## src/rtl/bcd_display_scanner.sv

```systemverilog
// bcd_display_scanner: drives a 3-digit common-anode seven-segment display
// from a BCD value (hundreds/tens/ones). The display is time-multiplexed.
// Incoming values are double-buffered so the shown digits change only at
// frame boundaries. Each digit slot starts with an all-anodes-off blanking
// interval. Leading-zero suppression is optional.
//
// Handshake: value_valid is a one-cycle strobe with no ready. A write is
// accepted in every cycle; if several writes arrive within one frame, the
// last one is the value shown in the next frame.
module bcd_display_scanner #(
  parameter int REFRESH_DIV  = 50000,
  parameter int BLANK_CYCLES = 500
) (
  input  logic       clk,
  input  logic       rst,
  input  logic       value_valid,
  input  logic [1:0] hundreds,
  input  logic [3:0] tens,
  input  logic [3:0] ones,
  input  logic       lz_blank,
  output logic [2:0] an,
  output logic [6:0] seg,
  output logic       frame_done
);

  localparam int CW = (REFRESH_DIV > 1) ? $clog2(REFRESH_DIV) : 1;
  localparam logic [CW-1:0] SLOT_LAST = CW'(REFRESH_DIV - 1);
  localparam logic [CW-1:0] BLANK_END = CW'(BLANK_CYCLES);

  // Digit index is a small scan FSM: ones -> tens -> hundreds -> ones.
  typedef enum logic [1:0] {
    DIG_ONES     = 2'd0,
    DIG_TENS     = 2'd1,
    DIG_HUNDREDS = 2'd2
  } digit_t;

  digit_t        digit, digit_next;
  logic [CW-1:0] cnt;
  logic          wrap, boundary, in_blank;

  logic [1:0] pend_h, disp_h;
  logic [3:0] pend_t, pend_o, disp_t, disp_o;
  logic       pend_flag;

  logic [2:0] an_d;
  logic [6:0] seg_d;

  assign wrap     = (cnt == SLOT_LAST);
  assign boundary = wrap && (digit == DIG_HUNDREDS);
  assign in_blank = (cnt < BLANK_END);

  // Active-low segment decode {g,f,e,d,c,b,a}. Non-BCD codes go dark.
  function automatic logic [6:0] seg_decode(input logic [3:0] d);
    case (d)
      4'd0:    seg_decode = 7'h40;
      4'd1:    seg_decode = 7'h79;
      4'd2:    seg_decode = 7'h24;
      4'd3:    seg_decode = 7'h30;
      4'd4:    seg_decode = 7'h19;
      4'd5:    seg_decode = 7'h12;
      4'd6:    seg_decode = 7'h02;
      4'd7:    seg_decode = 7'h78;
      4'd8:    seg_decode = 7'h00;
      4'd9:    seg_decode = 7'h10;
      default: seg_decode = 7'h7F;
    endcase
  endfunction

  // Slot counter: 0..REFRESH_DIV-1, then wraps.
  always_ff @(posedge clk or posedge rst) begin
    if (rst) cnt <= '0;
    else if (wrap) cnt <= '0;
    else cnt <= cnt + 1'b1;
  end

  // Digit index state register.
  always_ff @(posedge clk or posedge rst) begin
    if (rst) digit <= DIG_ONES;
    else digit <= digit_next;
  end

  // Digit index next state: advance on every slot wrap.
  always_comb begin
    digit_next = digit;
    if (wrap) begin
      case (digit)
        DIG_ONES: digit_next = DIG_TENS;
        DIG_TENS: digit_next = DIG_HUNDREDS;
        default:  digit_next = DIG_ONES;
      endcase
    end
  end

  // Double buffer. The transfer at a boundary uses the old pending
  // content; a write in the same cycle lands in pending and stays flagged.
  always_ff @(posedge clk or posedge rst) begin
    if (rst) begin
      pend_h    <= '0;
      pend_t    <= '0;
      pend_o    <= '0;
      pend_flag <= 1'b0;
      disp_h    <= '0;
      disp_t    <= '0;
      disp_o    <= '0;
    end else begin
      if (boundary && pend_flag) begin
        disp_h    <= pend_h;
        disp_t    <= pend_t;
        disp_o    <= pend_o;
        pend_flag <= 1'b0;
      end
      if (value_valid) begin
        pend_h    <= hundreds;
        pend_t    <= tens;
        pend_o    <= ones;
        pend_flag <= 1'b1;
      end
    end
  end

  // Anode/segment selection for the current slot. Blanking and suppression
  // keep every anode high and all segments dark.
  always_comb begin
    an_d  = 3'b111;
    seg_d = 7'h7F;
    if (!in_blank) begin
      case (digit)
        DIG_ONES: begin
          an_d  = 3'b110;
          seg_d = seg_decode(disp_o);
        end
        DIG_TENS: begin
          if (!(lz_blank && disp_h == 2'd0 && disp_t == 4'd0)) begin
            an_d  = 3'b101;
            seg_d = seg_decode(disp_t);
          end
        end
        DIG_HUNDREDS: begin
          if (!(lz_blank && disp_h == 2'd0)) begin
            an_d  = 3'b011;
            seg_d = (disp_h == 2'd3) ? 7'h7F : seg_decode({2'b00, disp_h});
          end
        end
        default: begin
          an_d  = 3'b111;
          seg_d = 7'h7F;
        end
      endcase
    end
  end

  // Registered outputs. frame_done marks the cycle after a boundary.
  always_ff @(posedge clk or posedge rst) begin
    if (rst) begin
      an         <= 3'b111;
      seg        <= 7'h7F;
      frame_done <= 1'b0;
    end else begin
      an         <= an_d;
      seg        <= seg_d;
      frame_done <= boundary;
    end
  end

endmodule

```

## config.mk

```make
export PLATFORM = sky130hd
export DESIGN_NAME = bcd_display_scanner
export DESIGN_NICKNAME = d
export VERILOG_FILES = /design/src/rtl/bcd_display_scanner.sv
export SDC_FILE = /design/constraint.sdc
export NUM_CORES = 1
export LEC_CHECK = 0
export ABC_AREA = 1
export CAP_MARGIN = 5
export CORE_MARGIN = 1.5
export CORE_UTILIZATION = 57
export CTS_BUF_LIST = sky130_fd_sc_hd__clkbuf_16
export DETAILED_ROUTE_END_ITERATION = 10
export PLACE_DENSITY = 0.9
export SLEW_MARGIN = 20
export SYNTH_ARGS = -nofsm -noshare
export SYNTH_HDL_FRONTEND = slang
export SYNTH_SLANG_ARGS = --single-unit
```

## constraint.sdc

```tcl
create_clock -name clk -period 2 [get_ports clk]
set_input_delay 0.5 -clock clk [delete_from_list [all_inputs] [get_ports clk]]
set_output_delay 0.5 -clock clk [all_outputs]
set_load 0.005 [all_outputs]
```

==> results.txt, run 1 <==
The leakage component of the power is 0.001639 uW. By count the netlist is led by 129 x sky130_fd_sc_hd__nand2_1, 45 x sky130_fd_sc_hd__nor2_1, 40 x sky130_fd_sc_hd__dfrtp_1. Total stage count of the critical path: 1. The tightest min-delay check is of the reg -> reg type.

The run gives 2 as the maximum count of clock buffers along a single path. The first detailed-routing pass took 4 iterations. TritonCTS built the clock tree. The largest individual stage delay along the critical path comes from the cell sky130_fd_sc_hd__dfstp_2. The tools report the quantity of hold-fixing buffers added after cts as 0. By area, the combinational part of the netlist is dominated by simple AND/OR/NAND/NOR gates. The adder and majority gate portion of the synthesized area is 0.05410. For the cell count after synthesis, the log shows 364.

The area fraction in compound gates after synthesis was 0.03968; the share of synthesized registers carrying an async set or reset was 1.000. Counting the fill cells in the layout gives 377. Maximum operating frequency: 557.9 MHz. The worst setup path is captured at an output pin.

Area of the die: 5296 um2. Setup repair after global routing left no endpoint under its margin. The tools report the number of cells in the design after placement as 439. The tools report the max-capacitance violation count as 0. In this run, the number of DRC markers left after iteration 0 of detailed routing was 232. The flip-flop cell with the highest count after synthesis was sky130_fd_sc_hd__dfrtp_1. Post-CTS repair changed the size of 0 cells.

25 I/O pins were placed. The largest net degree at the start of global routing was 51; the number of instances on the worst hold path was 2. The number of nets produced by synthesis is 390. The via count of the first global-routing pass is 2124. The most critical setup path has its startpoint at seg[6]. The area of the mapped netlist came out at 2775 um2. For the total routing usage reported by global routing, the log shows 0.2186. Clock-pin slew was measured on the worst setup and hold paths at 0.07 ns. The final route contains 2331 vias.

The clock drives 50 sinks. By instance count, the leading cell after synthesis is sky130_fd_sc_hd__nand2_1. The number of antenna violations at the first check in global routing came out at 0. Data on the critical path arrives at its endpoint at 1.29 ns. The ratio of final minimum period to clock period was 0.8962; the synthesized area per cell was 7.624 um2. For the wire length of the first global-routing pass, the log shows 9114 um.

For the share of synthesized area occupied by flip-flops and latches, the log shows 0.4554. In the final timing run, aggregate negative setup slack is 0 ns. The clock skew after layout is 0.006956 ns, and the total core area is 4692 um2.

The largest total area in the synthesized netlist belongs to sky130_fd_sc_hd__dfrtp_1. Origin of the critical flop-to-flop path: cnt[0]. The startpoint of the lowest-slack hold path was pend_h[0]. The tools report the utilization after layout as 0.6888. STA puts the critical path data required time at 1.50 ns. The power density relative to cell area was 614.4 nW/um2; the post-synthesis xor/xnor area fraction was 0.02525.

Kind of start point of the critical path: a flip-flop. For the area occupied by multi-input gates, the log shows 1320 um2. The routed design has 5085 um of wire.

For this run, the number of Yosys warnings is 0. In the final layout, flip-flops and latches occupy 1264 um2. The run gives 5 as the total CTS buffers. Per-cell via count in the routed design: 5.215. The mux contribution to synthesized area is 0, and the share of post-route cells with drive strength above 1 is 0.09669. Setup violations remaining at the end of the flow were counted as 0. The H-tree was split into 2 levels. The number of different library cells in the post-synthesis netlist was 29. Relative max-transition margin: 0.6501. From left edge to right edge, the die measures 72.78 um. The area growth from synthesis to layout is 16.46%. The post-route minimum period is 1.792 ns, and the remaining routing DRC violations is 0. The clock reaches the later pin of the worst-skew pair after 0.29 ns. The critical-path maximum fanout is 1, and the average detailed-routed wire length per instance is 11.38 um. The tools report the final number of hold-violating endpoints as 0.

The fraction of post-synthesis cell area in the top cell type by area is 0.3607, and the count of antenna-violating nets left after detailed routing is 0. The remaining global-route overflow was 0; the max-slew violation total from the final report was 0. Half-perimeter wire length of the detailed placement result: 3801 um. The run gives 0.5915 as the initial core utilization. At the end of routability-driven placement, the weighted congestion stood at 0.8385.

Vertical extent of the die: 72.78 um. The number of nets in the layout is 418. The run gives 0.4344 mV as the maximum vdd drop. The initialized floorplan defines 25 standard-cell rows. The worst register-to-register path has a depth of 7. Counting flops and latches in the post-synthesis netlist gives 50.

The non-filler instance count after layout was 447. The antenna diode count is 0. The simple-gate share of the synthesized area is 0.3566, and the post-CTS setup-driven buffer insertion count is 0. The buffer and inverter count on the worst path is 1. Yosys attributes the largest share of cell area to sky130_fd_sc_hd__dfrtp_1 36%, sky130_fd_sc_hd__nand2_1 17%, sky130_fd_sc_hd__dfstp_2 9.5%. The number of enable flip-flop cells after synthesis was 0; the power after layout was 1986 uW. Traced cell by cell, the critical path runs through clkdlybuf4s50_1.

The flow ran to the end, and the final reports show no timing, DRC or antenna violations. The delay of the slowest cell on the worst path is 0.52 ns. CTS placed an instance of sky130_fd_sc_hd__clkbuf_16 at the clock tree root.

The kind of critical path is reg -> out. The transition time at the pin with the least slew margin works out to 0.5229 ns. The cell family contributing the most delay on the critical path is flip-flops. The number of port buffers works out to 24.
==> report_power, final <==
group | internal (uW) | leakage [uW] | switching, uW
sequential | 1030 | 0.000627 | 10.2
combinational | 38.4 | 0.000937 | 42.3
clock | 475 | 0.0000748 | 390
total | 1540 | 0.00164 | 443
==> registers in the layout, summed over array words and instances, names as in the netlist, 3 cells and up <==
name    cells
an          3
pend_o      4
cnt        16
seg         7
disp_t      4
pend_t      4
disp_o      4
==> routing by layer <==
| layer | vias up | GRT usage | routed length [um] |
|---|---|---|---|
| met5 | - | 0 | 0 |
| met4 | 0 | 0.08595 | 57 |
| met3 | 7 | 0.04558 | 258 |
| met2 | 74 | 0.3517 | 2416 |
| met1 | 1055 | 0.2904 | 2353 |
| li1 | 1195 | - | - |
==> through the flow <==
stage	area [um2]	hold slack (ns)	worst slack, ns
6_report	3232	0.4769	0.2075
4_1_cts	3232	0.4785	0.1940
3_5_place_dp	3080	0.4613	0.3115
5_1_grt	3232	0.5006	0.1657
3_3_place_gp	3080	0.4579	0.3335
2_1_floorplan	2775	0.4422	0.3154
==> kinds of logic after synthesis <==
group,after synthesis
simple gates,227
flops,50
buf+inv,47
compound gates,20
fa+ha+maj,12
xor+xnor,8
==> cell type report <==
type / count / share of cell area
clock buffer: 5 / 0.03871
inverter: 41 / 0.04762
sequential: 50 / 0.3910
multi-input combinational: 267 / 0.4084
tap: 54 / 0.02091
timing repair buffer: 27 / 0.08517
clock inverter: 3 / 0.008130
==> cell usage in the layout (no fill, tap or decap), types with 7 or more instances in the layout <==
master	synthesis	layout
sky130_fd_sc_hd__clkdlybuf4s50_1	0	24
sky130_fd_sc_hd__dfrtp_1	40	40
sky130_fd_sc_hd__dfstp_2	10	10
sky130_fd_sc_hd__ha_1	12	12
sky130_fd_sc_hd__inv_1	35	34
sky130_fd_sc_hd__inv_2	6	7
sky130_fd_sc_hd__nand2_1	129	129
sky130_fd_sc_hd__nand3_1	28	28
sky130_fd_sc_hd__nand4_1	11	11
sky130_fd_sc_hd__nor2_1	45	45
sky130_fd_sc_hd__o21ai_0	7	7
sky130_fd_sc_hd__xor2_1	7	7
==> worst paths after layout <==
check / end / slack, ns
max in group asynchronous: an[2] / 1.17
min in group asynchronous: cnt[4] / 0.57
min: pend_h[0] / 0.48
max reg2reg: disp_t[3] / 0.52
max: seg[6] / 0.21
min reg2reg: pend_h[0] / 0.48
Power figures use the tool's default switching activity.
==> inputs of run 2 (changes only) <==
Clock period 2 ns to 1.9 ns, I/O delays scaled along.
==> run 2 against run 1 <==
Global-route usage rose by 1.1 points. Wire length rose by 3.7%. Via count rose by 1.1%. Critical path type unchanged. Register-to-register slack got worse by 0.14 ns. Critical endpoint is now seg[2]. Sequential share of layout area fell by 0.18 points. Combinational power rose by 5.1%. Worst setup slack got worse by 0.091 ns. Cell count did not move.
==> results.txt, run 2 (synthesis gave the netlist of run 1 again) <==
The total number of placement rows is 25 (unchanged), and the per-cell via count in the routed design is 5.271 (was 5.215). For the area of all placed cells without fillers, the log shows 3247 um2 (was 3232 um2). The tools report the wire length of the first global-routing pass as 9466 um (was 9114 um). Post-CTS setup-driven buffer insertion count: 0 (unchanged). The count of antenna-violating nets left after detailed routing was 0 (unchanged). The largest net degree at the start of global routing is 41 (was 51), and the area of the die is 5296 um2 (unchanged). The tools report the worst setup path startpoint as seg[2] (was seg[6]).

The relative max-transition margin is 0.6589 (was 0.6501), and the data arrival time of the critical path is 1.31 ns (was 1.29 ns). The power density relative to cell area came out at 671.5 nW/um2 (was 614.4 nW/um2). The logs give 0 (unchanged) for the quantity of hold-fixing buffers added after cts and 0.4757 ns (was 0.4769 ns) for the final hold slack. The critical-path maximum fanout was 1 (unchanged); the initial core utilization was 0.5915 (unchanged). Setup repair after global routing left no endpoint under its margin. The run gives 0.004669 ns (was 0.006956 ns) as the clock skew after layout. The tools report the number of antenna violations at the first check in global routing as 0 (unchanged). TritonCTS built the clock tree. The total stage count of the critical path works out to 1 (unchanged). The maximum vdd drop was 0.3665 mV (was 0.4344 mV); the vertical extent of the die was 72.78 um (unchanged). The tools report the first-pass iteration count of the detailed router as 4 (unchanged).

List of cells traversed by the critical path: clkdlybuf4s50_1 (unchanged). The number of port buffers is 24 (unchanged), and the average detailed-routed wire length per instance is 11.80 um (was 11.38 um). The clock slew seen by the registers of the worst setup and hold paths is 0.06 ns (was 0.07 ns). The kind of start point of the critical path is a flip-flop (unchanged). For the setup TNS, the log shows 0 ns (unchanged). The tools report the number of gates resized after CTS as 0 (unchanged). Most used cells in the layout excluding fill and tap cells: 129 x sky130_fd_sc_hd__nand2_1, 45 x sky130_fd_sc_hd__nor2_1, 40 x sky130_fd_sc_hd__dfrtp_1 (unchanged).

The half-perimeter wire length of the detailed placement result came out at 3786 um (was 3801 um). The total CTS buffers is 5 (unchanged), and the antenna diode count is 0 (unchanged). The tools report the total routing usage reported by global routing as 0.2296 (was 0.2186). The most common library cell in the layout ignoring fill and taps is sky130_fd_sc_hd__nand2_1 (unchanged).

The origin of the critical flop-to-flop path is disp_t[1] (was cnt[0]). Final number of hold-violating endpoints: 0 (unchanged). The timing endpoint of the critical path is seg[2] (was seg[6]). The remaining routing DRC violations is 0 (unchanged). The logs give 50 (unchanged) for the clock sink count and 215 (was 232) for the iteration-0 DRC count of the detailed router. The remaining global-route overflow came out at 0 (unchanged). The delay of the slowest cell on the worst path came out at 0.52 ns (about the same).

Max-slew violation total from the final report: 0 (unchanged). The number of flip-flops in the largest register was 16 (unchanged); the number of nets in the layout was 418 (unchanged). Max-capacitance violation count: 0 (unchanged).

The run finished with clean final reports. The kind of cell with the highest combined delay on the critical path was flip-flops (unchanged). The transition time at the pin with the least slew margin came out at 0.5098 ns (was 0.5229 ns). The top register by number of flip-flops was cnt (unchanged).

The floorplan die width is 72.78 um (unchanged). For the power after layout, the log shows 2180 uW (was 1986 uW). The worst min-delay path class is reg -> reg (unchanged). Endpoint of the most critical register-to-register path: seg[1] (was disp_t[3]). The post-route minimum period is 1.783 ns, and the final routed wirelength across all metal layers is 5274 um (was 5085 um). The synthesis-to-finish area growth was 17.00% (was 16.46%).

The root buffer cell was sky130_fd_sc_hd__clkbuf_16 (unchanged). The cell with the biggest individual delay on the critical path is sky130_fd_sc_hd__dfstp_2 (unchanged). The number of H-tree levels was 2 (unchanged). Largest regs: cnt (16), seg (7) (unchanged).

The type of element capturing the critical path was an output pin (unchanged). Number of vias after detailed routing: 2356 (was 2331). The clock network latency to the later pin of the worst-skew pair was 0.29 ns (about the same); the buffer and inverter count on the worst path was 1 (unchanged).

The kind of critical path was reg -> out (unchanged). The depth of the worst register-to-register path was 8 (was 7); the data required time of the critical path was 1.42 ns (was 1.50 ns). The leakage component of the power is 0.001645 uW (was 0.001639 uW).

Derived from the worst setup path, the maximum achievable clock frequency is 560.8 MHz. The top-level port count was 25 (unchanged). The share of post-route cells with drive strength above 1 is 0.09415 (was 0.09669), and the via count of the first global-routing pass is 2261 (was 2124). The register-to-register setup slack was 0.38 ns (was 0.52 ns); the final weighted congestion in routability-driven placement was 0.8275 (was 0.8385). The logs give 0 (unchanged) for the setup-violating endpoint count in the final report and 3080 um2 (unchanged) for the placed standard-cell area. The run gives 4692 um2 (unchanged) as the total core area. Ratio of final minimum period to clock period: 0.9385. The maximum count of clock buffers along a single path came out at 2 (unchanged).
[run 2: worst min path at each step]
stage,to,cells past startpoint,startpoint
5_1_grt,pend_h[0],2,pend_h[0]
3_5_place_dp,pend_t[0],2,pend_t[0]
3_3_place_gp,pend_o[2],2,pend_o[2]
6_report,pend_o[3],2,pend_o[3]
2_1_floorplan,pend_t[3],2,pend_t[3]
4_1_cts,pend_o[2],2,pend_o[2]
[run 2: power breakdown]
| part | switching, uW | internal (uW) |
|---|---|---|
| Combinational | 44.6 | 40.3 |
| Clock | 384 | 616 |
| Sequential | 10.4 | 1080 |
| Total | 439 | 1740 |
[run 2: per-stage QoR]
stage | utilization | std cells | setup WS [ns]
CTS | 0.6920 | 447 | 0.1096
floorplan | - | 364 | 0.2404
finish | 0.6920 | 447 | 0.1169
global route | 0.6920 | 447 | 0.09745
detailed placement | 0.6565 | 439 | 0.1909
global placement | 0.6565 | 439 | 0.2570
[run 2: layout make-up]
class | count | area (um2)
fill | 350 | 1445
multi-input combinational | 267 | 1320
sequential | 50 | 1264
timing repair buffer | 27 | 275.3
inverter | 41 | 153.9
clock buffer | 5 | 125.1
tap | 54 | 67.56
clock inverter | 3 | 41.29
[run 2: per-layer routing]
layer	vias up	track usage	routed length (um)
li1	1196	-	-
met1	1076	0.2855	2353
met2	75	0.3894	2555
met3	9	0.05110	280
met4	0	0.09015	84
met5	-	0	0
